### src/rtl/uart_tx_arbiter.sv
// Round-robin arbiter in front of a single UART transmitter.
// A grant is held for a whole message, so messages from different
// requesters never interleave on the serial line. The grant is released
// when the requester marks a byte as last. When MAX_BURST is nonzero, the
// grant is also released after MAX_BURST bytes, so a requester that never
// sends last cannot starve the others. No byte is ever buffered.
//
// state  | meaning
// S_IDLE | no grant held; arbitrate among pending requesters
// S_BUSY | grant_id owns the transmitter until last or burst cap
module uart_tx_arbiter #(
  parameter int NUM_PORTS = 4,
  parameter int MAX_BURST = 16,
  localparam int ID_W = (NUM_PORTS > 1) ? $clog2(NUM_PORTS) : 1
) (
  input  logic                   clk,
  input  logic                   reset,
  input  logic [8*NUM_PORTS-1:0] in_data,
  input  logic [NUM_PORTS-1:0]   in_valid,
  input  logic [NUM_PORTS-1:0]   in_last,
  output logic [NUM_PORTS-1:0]   in_ready,
  output logic [7:0]             out_data,
  output logic                   out_valid,
  input  logic                   out_ready,
  output logic                   busy,
  output logic [ID_W-1:0]        grant_id
);

  localparam int BC_W = (MAX_BURST > 0) ? $clog2(MAX_BURST + 1) : 1;
  localparam logic [BC_W-1:0] BURST_LAST = BC_W'((MAX_BURST > 0) ? MAX_BURST - 1 : 0);
  localparam logic [ID_W-1:0] PTR_RST = ID_W'(NUM_PORTS - 1);

  localparam logic [0:0] S_IDLE = 1'b0;
  localparam logic [0:0] S_BUSY = 1'b1;

  logic [0:0]      state;
  logic [ID_W-1:0] ptr;
  logic [BC_W-1:0] burst_cnt;

  logic [7:0]      port_byte [NUM_PORTS];
  logic [ID_W-1:0] pick_id;
  logic            pick_ok;
  logic            xfer;
  logic            rel;
  logic            cap_hit;

  for (genvar p = 0; p < NUM_PORTS; p++) begin : g_bytes
    assign port_byte[p] = in_data[8*p+7:8*p];
  end

  // Round-robin pick: first valid port scanning ptr+1, ptr+2, ... with wrap
  always_comb begin
    int              idx_i;
    logic [ID_W-1:0] idx;
    pick_id = '0;
    pick_ok = 1'b0;
    idx_i   = 0;
    idx     = '0;
    for (int i = 1; i <= NUM_PORTS; i++) begin
      idx_i = int'(ptr) + i;
      if (idx_i >= NUM_PORTS) idx_i = idx_i - NUM_PORTS;
      idx = ID_W'(idx_i);
      if (!pick_ok && in_valid[idx]) begin
        pick_ok = 1'b1;
        pick_id = idx;
      end
    end
  end

  // Output mux from the registered grant; in_ready depends only on out_ready
  always_comb begin
    in_ready  = '0;
    out_data  = 8'h00;
    out_valid = 1'b0;
    busy      = (state == S_BUSY);
    if (state == S_BUSY) begin
      in_ready[grant_id] = out_ready;
      out_data           = port_byte[grant_id];
      out_valid          = in_valid[grant_id];
    end
  end

  // Transfer and release qualification; last and burst cap release once together
  always_comb begin
    xfer    = (state == S_BUSY) && in_valid[grant_id] && out_ready;
    cap_hit = (MAX_BURST != 0) && (burst_cnt == BURST_LAST);
    rel     = xfer && (in_last[grant_id] || cap_hit);
  end

  // Grant FSM, round-robin pointer and per-grant byte counter
  always_ff @(posedge clk) begin
    if (reset) begin
      state     <= S_IDLE;
      ptr       <= PTR_RST;
      grant_id  <= '0;
      burst_cnt <= '0;
    end else begin
      unique case (state)
        S_IDLE: begin
          if (pick_ok) begin
            state     <= S_BUSY;
            grant_id  <= pick_id;
            ptr       <= pick_id;
            burst_cnt <= '0;
          end
        end
        S_BUSY: begin
          if (rel) begin
            state     <= S_IDLE;
            grant_id  <= '0;
            burst_cnt <= '0;
          end else if (xfer && (burst_cnt != '1)) begin
            burst_cnt <= burst_cnt + 1'b1;
          end
        end
        default: state <= S_IDLE;
      endcase
    end
  end

endmodule

### config.mk
export PLATFORM = sky130hd
export DESIGN_NAME = uart_tx_arbiter
export DESIGN_NICKNAME = d
export VERILOG_FILES = /design/src/rtl/uart_tx_arbiter.sv
export SDC_FILE = /design/constraint.sdc
export NUM_CORES = 1
export LEC_CHECK = 0
export CAP_MARGIN = 10
export CORE_MARGIN = 5
export CORE_UTILIZATION = 40
export DETAILED_ROUTE_END_ITERATION = 6
export PLACE_DENSITY = 0.87
export SETUP_SLACK_MARGIN = 0.2
export SYNTH_ARGS = -nofsm -noshare
export SYNTH_HDL_FRONTEND = slang
export SYNTH_SLANG_ARGS = --single-unit
### constraint.sdc
create_clock -name clk -period 4.2 [get_ports clk]
set_input_delay 0.42 -clock clk [delete_from_list [all_inputs] [get_ports clk]]
set_output_delay 0.42 -clock clk [all_outputs]
set_load 0.02 [all_outputs]
Yosys cells after proc, flatten, opt, wreduce, memory -nomap -nowiden:

Cells that the tools add are included.

* add/sub/neg operators: 9
* magnitude comparators: 11
* eq/ne operators: 5
* muxes and demuxes: 42
* bitwise operators: 3
* reduce and logical (&&, ||, !) cells: 15

Operator list (count)
* 2-to-1 mux 8 bit: 3
* 2-to-1 mux 2 bit: 10
* binary-select mux 8 bit (select 2 bit): 1
* < comparator 2 x 3 -> 1 bit (second input constant): 5
* 2-to-1 mux 5 bit: 3
* 2-to-1 mux 1 bit: 14
* binary-select mux 1 bit (select 2 bit): 6
* greater-or-equal comparator 3 bit (second input constant): 4
* case mux 5 bit (2 select lines): 1
* logical AND 1 bit: 8
* subtractor 2 x 1 -> 2 bit (second input constant): 4
* adder 2 x 2 -> 3 bit (second input constant): 2
* AND reduction 2 bit: 3
* adder 5 x 1 -> 5 bit (second input constant): 1
* == test 5 x 4 -> 1 bit (second input constant): 1
* inequality test 5 bit (second input constant): 1
* adder 2 x 3 -> 4 bit (second input constant): 1
* AND 4 bit: 1
* greater-or-equal comparator 4 x 3 -> 1 bit (second input constant): 1
* 2-to-1 mux 4 bit: 1
* case mux 2 bit (2 select lines): 1
* adder 2 x 1 -> 3 bit (second input constant): 1
* zero test 1 bit: 3
* inequality test 3 x 1 -> 1 bit (second input constant): 1
* other kinds (8): 8

* flip-flop bits (word level): 10
* bits of input ports: 43
* output and inout bits: 16
* word-level logic and storage cells: 89

Longest topological paths before layout:

* word-level depth: 17
* gate-level depth with buffers: 8
* mapped depth without buffers: 8

Worst setup path after synthesis:

OpenSTA, ideal clock, no wires.

* path type: register -> output
* from: reg grant_id[0]
* to: out out_data[1]
* arrival time: 1.587 ns
* required time: 3.780 ns
* slack: 2.193 ns
* stages on the path, launching flop included: 5
* buffers on the path: 2
* cells stage by stage: dfxtp_1 buf_6 buf_2 mux4_2 and2_1

* word-level cells in the longest chain between the ends: 5

Ends and longest elaborated chain
* from (decl): RTL line 26 `output logic [ID_W-1:0] grant_id`
* from (signal assigned): RTL line 102 `grant_id <= pick_id;`
* NOT 2 -> 3 bit (not written as such): RTL line 78 `out_data = port_byte[grant_id];`
* binary-select mux 8 bit (select 2 bit): RTL line 78
* 2-to-1 mux 8 bit (not written as such) (2 in series): RTL line 78
* 2-to-1 mux 8 bit: RTL line 76 `if (state == S_BUSY) begin`
* to (decl): RTL line 22 `output logic [7:0] out_data,`

Every way passes these cells. The select of a mux whose other input is x is not followed.

Worst setup path after layout:

* from: reg grant_id[0]
* to: out out_valid

* word-level cells in the longest chain between the ends: 3

Ends and longest elaborated chain
* binary-select mux 1 bit (select 2 bit): RTL line 79 `out_valid = in_valid[grant_id];`
* 2-to-1 mux 1 bit (not written as such): RTL line 79
* 2-to-1 mux 1 bit: RTL line 76
* to (decl): RTL line 23 `output logic out_valid,`

Every way passes these cells. The select of a mux whose other input is x is not followed.

==> impl_metrics.csv <==
group,metric,value,unit
min_path,hold_class,"reg2reg",
logic_synthesis,syn_nets,152,
worst_setup_path,required,3780,ps
timing,grt_setup_unrepaired,"no",
logic_synthesis,avgSynthCellArea,9.21,µm²
worst_setup_path,rr_worst_depth,5,
route,vias,1065,
floorplanning,coreArea,2280,µm²
route,drc,0,
cells_and_area,fin_area,1590,µm²
route,antenna_left,0,
global_route,groute.usage.overall,18.7,%
timing,period_needed,2930,ps
global_route,grt_pass1_vias,993,
power_and_ir_drop,seqPwrFrac,31.6,%
timing,fmaxAchievable,341,MHz
job,max_cap_viol_count,0,
placement,dp_cells,186,
timing,final_max_slew_viol_count,0,
logic_synthesis,ys_warn_count,0,
clocking,clk-insertion-delay-late,270,ps
worst_setup_path,r2r_slack,1920,ps
clocking,cts_resized,0,
route,wl_per_cell,17.3,µm
cells_and_area,area_growth,63.3,%
worst_setup_path,cp.arrival,2510,ps
timing,clock_skew,1.67,ps
timing,fin_crit_sh,69.9,%
worst_setup_path,cp_cell_sequence,"mux4_2 > and2_1 > clkdlybuf4s50_1",
placement,dpl.hpwl,2650,µm
cells_and_area,nNetsFinal,209,
floorplanning,rows,17,
clocking,cts.path.max_buffers,2,
power_and_ir_drop,peakVddDrop,0.000230,V
logic_synthesis,synthFlopType,"dfxtp_1",
power_and_ir_drop,swShare,32.7,%
logic_synthesis,synth_cell_types,37,
timing,max-slew-margin-rel,39.7,%
global_route,overflow,0,
route,wirelength,3280,µm
floorplanning,die_h,59.4,µm
route,vias_per_cell,5.61,
clocking,htreeDepth,1,
route,first_iter_violations,43,
logic_synthesis,synthTopCellsByArea,"mux4_2 (21%), dfxtp_1 (21%), and2_1 (6.4%), mux2i_1 (4.1%), ha_1 (3.8%)",
timing,fin_setup_tns,0,ps
global_route,grt_max_degree,20,
clocking,clkSinkCount,10,
power_and_ir_drop,power_per_cell_area,245,nW/µm²
worst_setup_path,crit_buf_inv,1,
worst_setup_path,start_kind,"register",
logic_synthesis,yosys.area.top_type,"mux4_2",
worst_setup_path,crit_path_max_fanout,19,
floorplanning,initial_core_util,42.9,%
cells_and_area,final_cells,190,
cells_and_area,drive_gt1_share,13.0,%
clocking,root_buffer,"clkbuf_4",
route,first_pass_iters,4,
logic_synthesis,syn-instance-count,106,
clocking,cts_buffers,3,
clocking,cts.clk_slew.worst_paths,70,ps
worst_setup_path,cp-end-kind,"output port",
worst_setup_path,crit_slowest_cell,"dfxtp_1",
clocking,post_cts.repair.setup_buffers,0,
logic_synthesis,syn_area,976,µm²
clocking,hold_buffers,0,
floorplanning,die-width,59.4,µm
timing,fin_hold_ws,499,ps
logic_synthesis,ys_seq_area_share,20.5,%
worst_setup_path,critPathKind,"reg2out",
logic_synthesis,yosys.area.top_type_share,20.8,%
logic_synthesis,ys_async_sr_fraction,0,%
global_route,grt_pass1_wl,4980,µm
timing,hold_violations,0,
power_and_ir_drop,leakage,0.568,nW
worst_setup_path,setup.worst_path.start,"grant_id[0]",
timing,worst_pin_slew,903,ps
worst_setup_path,endpoint,"out_valid",
timing,setup_viol,0,
placement,port_buffers,58,
logic_synthesis,synth_seq_cells,10,
placement,routabilityCongestion,0.839,
power_and_ir_drop,comb_power_share,45.6,%
power_and_ir_drop,p_sw,128,µW
floorplanning,io_pins,59,
worst_setup_path,worstReg2RegStart,"grant_id[0]",
worst_setup_path,critical_path_depth,3,
clocking,cts_tree,"done",
worst_setup_path,cpLargestDelayFamily,"flip-flops",
floorplanning,die-area,3530,µm²
cells_and_area,num-fill-cells,173,
logic_synthesis,synth-edff-count,0,
run_status,outcome,"finished clean",
placement,dpl_cell_area,1560,µm²
logic_synthesis,synthTopCellsByCount,"and2_1 (10), dfxtp_1 (10), mux4_2 (9)",
cells_and_area,diodes,0,
global_route,antenna_found_initial,0,
worst_setup_path,r2r-end,"burst_cnt[3]",
power_and_ir_drop,pwr-share-clk,22.8,%
power_and_ir_drop,internal-power,263,µW
worst_setup_path,max_stage_delay,920,ps
## cell type report
type	count	area, µm²	area share, %
flip-flops and latches	10	200	12.6
multi-input cells	86	727	45.6
repair buffers	58	581	36.4
well taps	28	35.0	2.20
clock buffers	4	36.3	2.28
inverters	4	15.0	0.942
## tightest hold or removal path, delay by kind of cell, from the launching register on
family / cells / cell delay (ps)
flip-flops: 1 / 340
AND/OR/NAND/NOR: 1 / 60
AO/OA/AOI/OAI: 1 / 50
## through the flow
step           worst slack [ps]  power (mW)  utilization (%)
2_1_floorplan              2190       0.223                -
3_3_place_gp               1550       0.300             68.4
3_5_place_dp               1530       0.304             68.4
4_1_cts                    1230       0.392             70.0
5_1_grt                    1060       0.416             70.0
6_report                   1270       0.391             70.0
## routing by layer
layer	GRT usage [%]	vias up	share of wire, %
met2	32.3	57	48
met4	3.88	0	0.70
met5	0	-	0
li1	-	518	-
met3	6.10	4	11
met1	22.6	486	40
## registers in the layout (all words and copies together) (netlist names)
name and flops:
burst_cnt 5, busy 1, grant_id 2, ptr 2
## logic make-up (layout without fill, tap and decap cells)
logic type      Yosys count  after routing  share of synthesized area (%)
fa+ha+maj                 3              3                           3.85
simple gates             43             43                           25.5
compound gates           27             27                           20.3
buf+inv                  10             66                           5.00
flops                    10             10                           20.5
mux                      13             13                           24.9
## power by group through the flow
stage | Combinational (mW) | Sequential [mW] | Clock, mW
floorplan | 0.110 | 0.113 | 0
global placement | 0.175 | 0.125 | 0
finish | 0.179 | 0.124 | 0.0891
global route | 0.190 | 0.127 | 0.0986
detailed placement | 0.179 | 0.126 | 0
CTS | 0.179 | 0.124 | 0.0896
## how the worst min path moves through the flow
| stage | cells after the start | slack [ps] | start | to |
|---|---|---|---|---|
| finish | 2 | 500 | burst_cnt[0] | burst_cnt[0] |
| CTS | 2 | 500 | burst_cnt[0] | burst_cnt[0] |
| global placement | 1 | 460 | ptr[0] | ptr[0] |
| floorplan | 1 | 440 | ptr[0] | ptr[0] |
| detailed placement | 2 | 490 | burst_cnt[0] | burst_cnt[0] |
| global route | 1 | 520 | ptr[0] | ptr[0] |
## placed cells by master, fill, tap and decap left out
cell type and n:
clkdlybuf4s50_1 58, and2_1 10, dfxtp_1 10, mux4_2 9
nand2_1 6, nor2_1 6, nand2b_1 6, a21oi_1 6
inv_1 4, mux2i_1 4, a21oi_2 3, o21ai_1 3
ha_1 3, clkbuf_4 3, and3_1 2, nor3b_1 2
nor3_1 2, nor2b_1 2, o32ai_1 2, a211oi_1 2
nand4b_1 2, o221ai_1 2, a22o_1 1, or4_4 1
a21boi_2 1, a22oi_2 1, or2_2 1, a22oi_1 1
o22ai_1 1, a21o_2 1, nand3b_1 1, o21ai_0 1
o31ai_1 1, a211o_1 1, nand3_1 1, or3_1 1
clkbuf_8 1
(Power assumes the default switching activity.)
